$ cat src/rtl/flt2int_pkg.sv
// rtl/flt2int_pkg.sv - shared types and constants for the float-to-integer sequencer
package flt2int_pkg;

    typedef enum logic [2:0] {
        ST_IDLE,
        ST_RD_LO,
        ST_RD_HI,
        ST_CVT,
        ST_WAIT,
        ST_WR_HI,
        ST_WR_LO,
        ST_DONE
    } ctrl_state_t;

    localparam logic [7:0]  FLT_SRC_ADDR  = 8'd4;
    localparam logic [7:0]  INT_DST_ADDR  = 8'd6;
    localparam logic [15:0] CVT_ABORT_VAL = 16'h0000;

endpackage

$ cat src/rtl/flt2int_ctrl.sv
// rtl/flt2int_ctrl.sv - float-to-integer sequencer (FLT2INT_BATCH_EN enables multi-item batches)
module flt2int_ctrl
    import flt2int_pkg::*;
#(
    parameter logic [7:0] SRC_BASE = FLT_SRC_ADDR,
    parameter logic [7:0] DST_BASE = INT_DST_ADDR,
    parameter logic [7:0] TIMEOUT  = 8'd255,
    parameter int         N_ITEMS  = 4
) (
    input  logic        clk,
    input  logic        reset,
    input  logic        start,
    output logic        done,
    output logic        busy,
    output logic        err,
    output logic [7:0]  dm_addr,
    output logic [7:0]  dm_in,
    input  logic [7:0]  dm_out,
    output logic        ReadMem,
    output logic        WriteMem,
    output logic [15:0] flt_op,
    output logic        cvt_go,
    input  logic        cvt_valid,
    input  logic [15:0] int_res,
    output logic [7:0]  cycles
);

    ctrl_state_t state;
    logic        start_q;
    logic        start_ev;
    logic [7:0]  wait_cnt;
    logic [15:0] res;
    logic [7:0]  src_addr;
    logic [7:0]  dst_addr;

    // Falling edge of the bench request; only honoured from IDLE below.
    assign start_ev = start_q && !start;

`ifdef FLT2INT_BATCH_EN
    logic [7:0] item_idx;
    logic       last_item;

    // Item i lives at a 4-byte stride from each base; arithmetic wraps at 256.
    assign src_addr  = SRC_BASE + {item_idx[5:0], 2'b00};
    assign dst_addr  = DST_BASE + {item_idx[5:0], 2'b00};
    assign last_item = (item_idx == 8'(N_ITEMS - 1));
`else
    logic [31:0] unused_n_items;

    assign src_addr       = SRC_BASE;
    assign dst_addr       = DST_BASE;
    assign unused_n_items = N_ITEMS;
`endif

    // Sequencer: every output is registered and loaded on the edge entering the state it belongs to.
    always_ff @(posedge clk) begin
        if (reset) begin
            state    <= ST_IDLE;
            start_q  <= 1'b0;
            done     <= 1'b0;
            busy     <= 1'b0;
            err      <= 1'b0;
            dm_addr  <= 8'd0;
            dm_in    <= 8'd0;
            ReadMem  <= 1'b0;
            WriteMem <= 1'b0;
            flt_op   <= 16'd0;
            cvt_go   <= 1'b0;
            cycles   <= 8'd0;
            wait_cnt <= 8'd0;
            res      <= 16'd0;
`ifdef FLT2INT_BATCH_EN
            item_idx <= 8'd0;
`endif
        end else begin
            start_q  <= start;
            done     <= 1'b0;
            cvt_go   <= 1'b0;
            ReadMem  <= 1'b0;
            WriteMem <= 1'b0;
            dm_addr  <= 8'd0;
            dm_in    <= 8'd0;

            if (busy && cycles != 8'hFF) begin
                cycles <= cycles + 8'd1;
            end

            case (state)
                ST_IDLE: begin
                    if (start_ev) begin
                        err     <= 1'b0;
                        cycles  <= 8'd0;
                        busy    <= 1'b1;
                        dm_addr <= SRC_BASE;
                        ReadMem <= 1'b1;
                        state   <= ST_RD_LO;
`ifdef FLT2INT_BATCH_EN
                        item_idx <= 8'd0;
`endif
                    end
                end
                ST_RD_LO: begin
                    flt_op[7:0] <= dm_out;
                    dm_addr     <= src_addr + 8'd1;
                    ReadMem     <= 1'b1;
                    state       <= ST_RD_HI;
                end
                ST_RD_HI: begin
                    flt_op[15:8] <= dm_out;
                    cvt_go       <= 1'b1;
                    state        <= ST_CVT;
                end
                ST_CVT: begin
                    wait_cnt <= 8'd0;
                    state    <= ST_WAIT;
                end
                ST_WAIT: begin
                    // A valid on the final allowed cycle still beats the timeout.
                    if (cvt_valid) begin
                        res      <= int_res;
                        dm_addr  <= dst_addr + 8'd1;
                        dm_in    <= int_res[15:8];
                        WriteMem <= 1'b1;
                        state    <= ST_WR_HI;
                    end else if (wait_cnt == TIMEOUT - 8'd1) begin
                        err      <= 1'b1;
                        res      <= CVT_ABORT_VAL;
                        dm_addr  <= dst_addr + 8'd1;
                        dm_in    <= CVT_ABORT_VAL[15:8];
                        WriteMem <= 1'b1;
                        state    <= ST_WR_HI;
                    end else begin
                        wait_cnt <= wait_cnt + 8'd1;
                    end
                end
                ST_WR_HI: begin
                    dm_addr  <= dst_addr;
                    dm_in    <= res[7:0];
                    WriteMem <= 1'b1;
                    state    <= ST_WR_LO;
                end
                ST_WR_LO: begin
`ifdef FLT2INT_BATCH_EN
                    if (last_item) begin
                        done  <= 1'b1;
                        state <= ST_DONE;
                    end else begin
                        item_idx <= item_idx + 8'd1;
                        dm_addr  <= src_addr + 8'd4;
                        ReadMem  <= 1'b1;
                        state    <= ST_RD_LO;
                    end
`else
                    done  <= 1'b1;
                    state <= ST_DONE;
`endif
                end
                ST_DONE: begin
                    busy  <= 1'b0;
                    state <= ST_IDLE;
                end
                default: begin
                    busy  <= 1'b0;
                    state <= ST_IDLE;
                end
            endcase
        end
    end

endmodule

$ cat config.mk
export PLATFORM = sky130hd
export DESIGN_NAME = flt2int_ctrl
export DESIGN_NICKNAME = d
export VERILOG_FILES = /design/src/rtl/flt2int_pkg.sv /design/src/rtl/flt2int_ctrl.sv
export SDC_FILE = /design/constraint.sdc
export NUM_CORES = 1
export LEC_CHECK = 0
export CAP_MARGIN = 5
export CORE_MARGIN = 2
export CORE_UTILIZATION = 48
export DETAILED_ROUTE_END_ITERATION = 8
export PLACE_DENSITY_LB_ADDON = 0.25
export SKIP_LAST_GASP = 1
export SYNTH_ARGS = -nofsm -noshare
export SYNTH_HDL_FRONTEND = slang
export SYNTH_SLANG_ARGS = --single-unit
$ cat constraint.sdc
create_clock -name clk -period 2.3 [get_ports clk]
set_input_delay 0.345 -clock clk [delete_from_list [all_inputs] [get_ports clk]]
set_output_delay 0.345 -clock clk [all_outputs]
set_load 0.1 [all_outputs]
### After elaboration in Yosys (flattened, before gate mapping)

Cells that the tools add are included.

* add/sub/neg operators: 2
* equality and inequality tests: 14
* muxes and demuxes: 31
* reduce and logical (&&, ||, !) cells: 13

Operator list (number)
* 8-bit 2-to-1 mux: 8
* 8-bit case mux with 2 select lines: 2
* 3-bit case mux with 8 select lines: 1
* 3-bit 2-to-1 mux: 6
* 8-bit by 1-bit adder with 8-bit output (second input constant): 2
* 3-bit equality test (second input constant): 4
* 3-bit case mux with 4 select lines: 1
* 1-bit 2-to-1 mux: 9
* 8-bit equality test (second input constant): 1
* 2-bit != test (second input constant): 4
* 8-bit != test (second input constant): 1
* 1-bit case mux with 2 select lines: 4
* 2-bit nonzero test: 4
* 3-bit by 2-bit equality test with 1-bit output (second input constant): 2
* 2-bit AND reduction: 3
* 4-bit AND reduction: 1
* 3-bit by 1-bit equality test with 1-bit output (second input constant): 1
* 3-bit logical NOT: 1
* 3-bit != test (second input constant): 1
* 3-bit AND reduction: 1
* 1-bit logical AND: 2
* 1-bit logical NOT: 1

* register bits: 66
* input port bits: 28
* output and inout port bits: 46
* word-level logic and storage cells: 75

### Depth between registers and ports, before layout

Gate-level depths: netlist of the first run.

* word-level depth: 5
* depth in mapped cells: 8
* depth with buffers taken out: 6

### Worst setup path before layout of the first run

Ideal clock, no wire load.

* path kind: reg-to-reg
* from: register cycles[0]
* to: register cycles[1]
* setup time: 0.127 ns
* arrival time: 2.025 ns
* data required time: 2.173 ns
* path slack: 0.148 ns
* stages on the path, launching flop included: 6
* path buffers: 0
* path through: dfxtp_1 -> ha_1 -> nand3_1 -> o31ai_4 -> mux2i_1 -> nor2_1

* cells in the longest elaborated chain, start to end: 5
* elaborated cells on any way between the ends: 6
* those cells by class: add/sub (1); eq/ne (1); mux (3); reduce/logical (1)

Ends and longest elaborated chain
* from (decl): line flt2int_ctrl.sv:25 `output logic [7:0] cycles`
* from (signal assigned): line flt2int_ctrl.sv:85 `cycles <= cycles + 8'd1;`
* parallel branches: the longest is 2 deep, another holds 8-bit by 1-bit adder with 8-bit output
* 8-bit 2-to-1 mux *: line flt2int_ctrl.sv:84 `if (busy && cycles != 8'hFF) begin`
* 8-bit 2-to-1 mux: line flt2int_ctrl.sv:90 `if (start_ev) begin`
* 8-bit 2-to-1 mux *: line flt2int_ctrl.sv:88 `case (state)`

Every way passes the cells marked *.
A chain may end at the register's enable or synchronous reset.

### Final worst setup path of the first run

* from: register state[0]
* to: register wait_cnt[5]

* cells in the longest elaborated chain, start to end: 3
* elaborated cells on any way between the ends: 7
* those cells by class: eq/ne (4); mux (1); reduce/logical (2)

Ends and longest elaborated chain
* from (decl): line flt2int_ctrl.sv:28 `ctrl_state_t state;`
* from (signal assigned): line flt2int_ctrl.sv:58 `state <= ST_IDLE;`
* from (signal assigned): line flt2int_ctrl.sv:96 `state <= ST_RD_LO;`
* from (signal assigned): line flt2int_ctrl.sv:106 `state <= ST_RD_HI;`
* 3-bit equality test or 3-bit by 2-bit equality test with 1-bit output (tied branches): line flt2int_ctrl.sv:88
* 2-bit != test (no line) or 2-bit nonzero test (tied branches)
* 3-bit AND reduction (no line)
* to (signal assigned): line flt2int_ctrl.sv:133 `wait_cnt <= wait_cnt + 8'd1;`
* to (decl): line flt2int_ctrl.sv:31 `logic [7:0] wait_cnt;`

Several ways; a longest one is shown, not always the timed one.

==> results.md, run 1 <==
* Bufs on Longest Clock Path at 2
* Final Max Slew Viols at 0
* Leakage at 1.34 nW
* Post-Synthesis Cells at 301
* Synthesized flop and latch total at 61
* Top post-synthesis cells by area: dfxtp_1 47%, nand2_1 7.3%, a21oi_1 6.7%
* Antenna violations before repair at 0
* Setup TNS at 0 ps
* Sequential area share after synthesis at 0.467
* Final core area utilization at 0.656
* Drt first pass iters at 4
* Initial Util at 0.506
* CTS Buf Count at 9
* Crit start category: register
* Period utilization at 0.734
* RSZ-0062 raised after global routing: false
* Port buffer count at 68
* Root buffer cell: clkbuf_8
* Status: complete, no violations
* DRT iter0 DRCs at 82
* Synth top cells by count: 61 x dfxtp_1, 51 x nand2_1, 35 x a21oi_1
* Hold buffer count at cts at 0
* Total of max-cap violations at 0
* Final setup viols at 0
* Detailed Place HPWL at 3.84 mm
* GP Congestion at 0.827
* Post-Syn Area at 2620 sq um
* Critical-path top delay cell: dfxtp_1
* Crit-path max cell delay at 340 ps
* Non-Filler Instances at 438
* CTS tree: done
* Min-delay worst type: reg2reg
* Placement Rows at 26
* Die width at 77.8 um
* Worst setup EP type: register
* Hold_ws at 455 ps
* PostCTS Resize Cnt at 0
* Maximum VDD drop at 732 uV
* Placed Area at 3200 sq um
* Largest net degree at the start of global routing at 37
* Clock-pin transition on the worst setup and hold timing paths at 70 ps
* Sink Count at 61
* DP Cell Count at 423
* CP required at 2520 ps
* First-pass GRT wire length at 9.49 mm
* Post-synth EDFFs at 0
* Crit path buf inv count at 1
* CP cell instances: inv_1 > ha_1 > and3b_2 > a21boi_4 > o2111ai_1 > mux2i_1
* Post-CTS setup buffer count at 0
* Final WL at 5.61 mm
* Period minus WS final at 1690 ps
* Asr flop ratio synth at 0
* FF+latch area at 1220 sq um
* Vias at 2305
* Post-DR wirelength/cell at 12.8 um
* Count of final hold-check violations at 0
* DRT antenna net count at 0
* Synth warn at 0
* Multi-input gate area at 1270 sq um
* CP Class: reg2reg
* Area share of the largest cell type after synthesis at 0.467
* Drt drc at 0
* Die Footprint at 6060 sq um
* Worst setup margin at 612 ps
* Clk Latency, worst-skew pair at 340 ps
* Fillers at 448
* Post-Synthesis Mean Instance Area at 8.69 sq um
* Top-count cell post-synth: dfxtp_1
* Worst-Margin Slew at 628 ps
* DP Worst Slack at 498 ps
* Power after layout at 3.43 mW
* Cell area after layout at 3390 sq um
* Vias in the first global route at 2133
* H-tree levels at 3
* I/O pin count at 74
* Layout cells sized above 1 at 0.196
* Netlist cell types at 48
* Slew HR at 0.581
* Total congestion overflow at 0
* Critical path arrival at 1910 ps
* Cell taking the most area after synthesis: dfxtp_1
* Maximum clock rate at 592 MHz
* Fin nets at 399
* Core box area at 5170 sq um
* Area growth syn-to-layout at 29.7%
* Vias per cell at 5.26
* PwrDens at 1010 nW/um^2
* Die Height at 77.8 um
* Global Route Usage Sum at 0.198
* Crit-path leading delay family: compound AO/OA/AOI/OAI gates
* ANT cells at 0
* Crit path max fanout at 8
* Fin Clk Skew at 7.80 ps
* Synth Flop Type: dfxtp_1
-- where the power goes --
part           switching [mW]  leakage [nW]  internal, mW  total (mW)
Combinational           0.964         0.741         0.301        1.27
Sequential             0.0601         0.494          1.16        1.22
Clock                   0.395         0.101         0.549       0.944
-- layout make-up --
| cell class | count | area share |
|---|---|---|
| Multi-Input combinational cell | 217 | 0.376 |
| Sequential cell | 61 | 0.360 |
| Timing Repair Buffer | 70 | 0.175 |
| Clock buffer | 11 | 0.0446 |
| Tap cell | 70 | 0.0258 |
| Clock inverter | 4 | 0.0140 |
| Inverter | 5 | 0.00553 |
-- worst reg2reg max path, delay by kind of cell (launching register included) --
| kind | cells | cell delay, ps |
|---|---|---|
| AND/OR/NAND/NOR | 1 | 280 |
| buffers and inverters | 1 | 90 |
| multiplexers | 1 | 150 |
| AO/OA/AOI/OAI | 2 | 420 |
| adder cells (fa/ha/maj) | 1 | 310 |
| flip-flops | 1 | 340 |
-- routing by layer --
metal  vias to the layer above  track usage  share of wire
li1                       1157            -              -
met1                      1063        0.243           0.46
met2                        77        0.313           0.46
met3                         8       0.0698          0.074
met4                         0       0.0857          0.011
met5                         -            0              0
-- sequential cells by signal, indices dropped and copies added, names as in the netlist, 3 cells and up --
| name | cells |
|---|---|
| cycles | 8 |
| state | 3 |
| dm_in | 8 |
| res | 8 |
| wait_cnt | 8 |
| dm_addr | 3 |
| flt_op | 16 |
-- layout by cell type, fill, tap and decap left out, types with 2 or more instances in the layout --
cell type,instances
a21oi_1,35
a22oi_1,8
a311oi_1,2
a31oi_1,2
and2_1,2
and3_1,4
and3_2,3
buf_4,43
clkbuf_8,11
clkdlybuf4s50_1,27
clkinv_2,2
conb_1,5
dfxtp_1,61
ha_1,7
inv_1,5
mux2i_1,6
nand2_1,51
nand2b_1,6
nand3_1,6
nand4_1,3
nor2_1,25
nor2b_1,6
o2111ai_1,3
o211ai_1,2
o21ai_0,12
or3_1,5
xnor2_1,2
xor2_1,3
-- final timing paths --
| path | start | end | slack (ps) | cells after the start |
|---|---|---|---|---|
| worst min register to register | flt_op[2]$_SDFFE_PP0P_ | flt_op[2]$_SDFFE_PP0P_ | 450 | 2 |
| worst max register to register | state[0]$_SDFFE_PP0P_ | wait_cnt[5]$_SDFFE_PP0P_ | 610 | 6 |
| worst min-delay path | flt_op[2]$_SDFFE_PP0P_ | flt_op[2]$_SDFFE_PP0P_ | 450 | 2 |
| worst max-delay path | state[0]$_SDFFE_PP0P_ | wait_cnt[5]$_SDFFE_PP0P_ | 610 | 6 |
-- cell families after synthesis --
kind of cell               after synthesis  synth area share
DFF                                     61             0.467
xor gates and xnor gates                 5            0.0167
adders and majority gates                7            0.0335
muxes                                    6            0.0230
AOI/OAI and AO/OA                       76             0.194
other                                    1           0.00143
and+or+nand+nor                        118             0.213
buffers and inverters                   27            0.0516
No activity file was read; power rests on OpenSTA's default activity.
==> run 2: changes to the inputs <==
CORE_UTILIZATION = 47   (was 48)
clock period = 1.8 ns   (was 2.3 ns; I/O delays follow)
==> results.md, run 2 (synthesized netlist as in run 1, its figures left out) <==
* Die width at 78.6 um
* Initial Util at 0.481
* Crit start category: register
* Clock-pin transition on the worst setup and hold timing paths at 60 ps
* Leakage at 1.39 nW
* Core box area at 5440 sq um
* Root buffer cell: clkbuf_8
* Post-DR wirelength/cell at 13.0 um
* CP Class: reg2reg
* Hold EP: flt_op[1]$_SDFFE_PP0P_
* CTS Buf Count at 9
* PwrDens at 1260 nW/um^2
* Sequential Power Share at 0.352
* Bufs on Longest Clock Path at 2
* Period utilization at 0.918
* Fin Clk Skew at 6.20 ps
* Status: complete, no violations
* Min-delay worst type: reg2reg
* Final WL at 5.82 mm
* Commonest non-fill, non-tap cell in the layout: dfxtp_1
* Critical path arrival at 1890 ps
* Final setup viols at 0
* DRT iter0 DRCs at 101
* Clock share of power at 0.271
* Global Route Usage Sum at 0.199
* Max reg flops at 16
* Drt first pass iters at 4
* Layout cells sized above 1 at 0.229
* Maximum VDD drop at 839 uV
* Power after layout at 4.43 mW
* Drt drc at 0
* I/O pin count at 74
* Antenna violations before repair at 0
* Die Height at 78.6 um
* DRT antenna net count at 0
* Switching Fraction at 0.411
* Non-Filler Instances at 448
* ANT cells at 0
* Internal power at 2.61 mW
* Sink Count at 61
* Worst setup EP type: register
* Largest net degree at the start of global routing at 30
* Vias in the first global route at 2159
* Cell area after layout at 3520 sq um
* Top reg by flops: flt_op
* R2r setup slk at 150 ps
* Area growth syn-to-layout at 34.7%
* Total of max-cap violations at 0
* PostCTS Resize Cnt at 0
* RSZ-0062 raised after global routing: false
* Total congestion overflow at 0
* H-tree levels at 3
* Hold buffer count at cts at 0
* Min-delay src: flt_op[1]$_SDFFE_PP0P_
* GP Congestion at 0.818
* Worst reg2reg endpoint: state[0]$_SDFFE_PP0P_
* First-pass GRT wire length at 9.65 mm
* Post-CTS setup buffer count at 0
* CP required at 2040 ps
* Final Max Slew Viols at 0
* Slew HR at 0.598
* Vias at 2266
* Die Footprint at 6180 sq um
* Most frequent cells in the layout: 52 x dfxtp_1, 51 x nand2_1, 46 x buf_4
* CTS tree: done
* Hold_ws at 455 ps
* Crit path max fanout at 5
* Placement Rows at 27
* DP Cell Count at 433
* Vias per cell at 5.06
* Fin nets at 407
* Worst-Margin Slew at 598 ps
* Combinational power share at 0.377
* Port buffer count at 68
* Worst Hold Path Cells at 2
* FF-to-FF path depth at 7
* Setup TNS at 0 ps
* Period minus WS final at 1650 ps
* Placed Area at 3330 sq um
* Clk Latency, worst-skew pair at 330 ps
* Detailed Place HPWL at 4.01 mm
* Count of final hold-check violations at 0
* Maximum clock rate at 605 MHz
* P_sw at 1.82 mW
* Reg2reg start: state[0]$_SDFFE_PP0P_
[run 2: cell types whose count changed in the layout (fill, tap and decap cells not counted)]
cell        delta
dfxtp_1        -9
dfxtp_2        +9
buf_12         +5
buf_4          +3
clkbuf_1       +3
clkinv_2       -2
clkinvlp_4     -1
[run 2: area by class of cell]
cell class / count / area [sq um]
Clock buffer: 14 / 163
Clock inverter: 1 / 30.0
Fill cell: 487 / 1910
Inverter: 5 / 18.8
Multi-Input combinational cell: 217 / 1270
Sequential cell: 61 / 1230
Tap cell: 72 / 90.1
Timing Repair Buffer: 78 / 716
[run 2: how the worst max path moves through the flow]
stage	start	end	slack (ps)	cells past startpoint
detailed placement	cvt_valid	wait_cnt[5]$_SDFFE_PP0P_	130	5
floorplan	cycles[0]$_SDFF_PP0_	cycles[1]$_SDFF_PP0_	40	5
finish	state[0]$_SDFFE_PP0P_	state[0]$_SDFFE_PP0P_	150	7
global placement	cvt_valid	wait_cnt[5]$_SDFFE_PP0P_	160	5
global route	state[0]$_SDFFE_PP0P_	state[0]$_SDFFE_PP0P_	10	7
CTS	state[0]$_SDFFE_PP0P_	wait_cnt[5]$_SDFFE_PP0P_	140	6
[run 2: stage by stage]
| stage | worst slack, ps | utilization |
|---|---|---|
| global route | 10.3 | 0.648 |
| finish | 148 | 0.648 |
| global placement | 163 | 0.613 |
| CTS | 144 | 0.648 |
| floorplan | 37.0 | - |
| detailed placement | 125 | 0.613 |
[run 2: routing by layer]
layer  up-vias  wire (um)  track usage
met4         0         63       0.0860
met3         6        298       0.0609
met5         -          0            0
li1       1172          -            -
met1      1032       2600        0.232
met2        56       2860        0.335
[run 2: worst max-delay path, cell delays in order, from the launching register on]
cell	delay (ps)
dfxtp_1	380
inv_1	90
ha_1	260
buf_4	170
nand2b_1	130
nand2b_1	190
a21oi_1	90
a311oi_1	260
[run 2: power groups by stage]
| stage | clock, mW | sequential [mW] | combinational (mW) |
|---|---|---|---|
| CTS | 1.24 | 1.56 | 1.68 |
| detailed placement | 0 | 1.59 | 1.66 |
| global placement | 0 | 1.59 | 1.65 |
| finish | 1.20 | 1.56 | 1.67 |
| floorplan | 0 | 2.32 | 0.567 |
| global route | 1.31 | 1.58 | 1.77 |
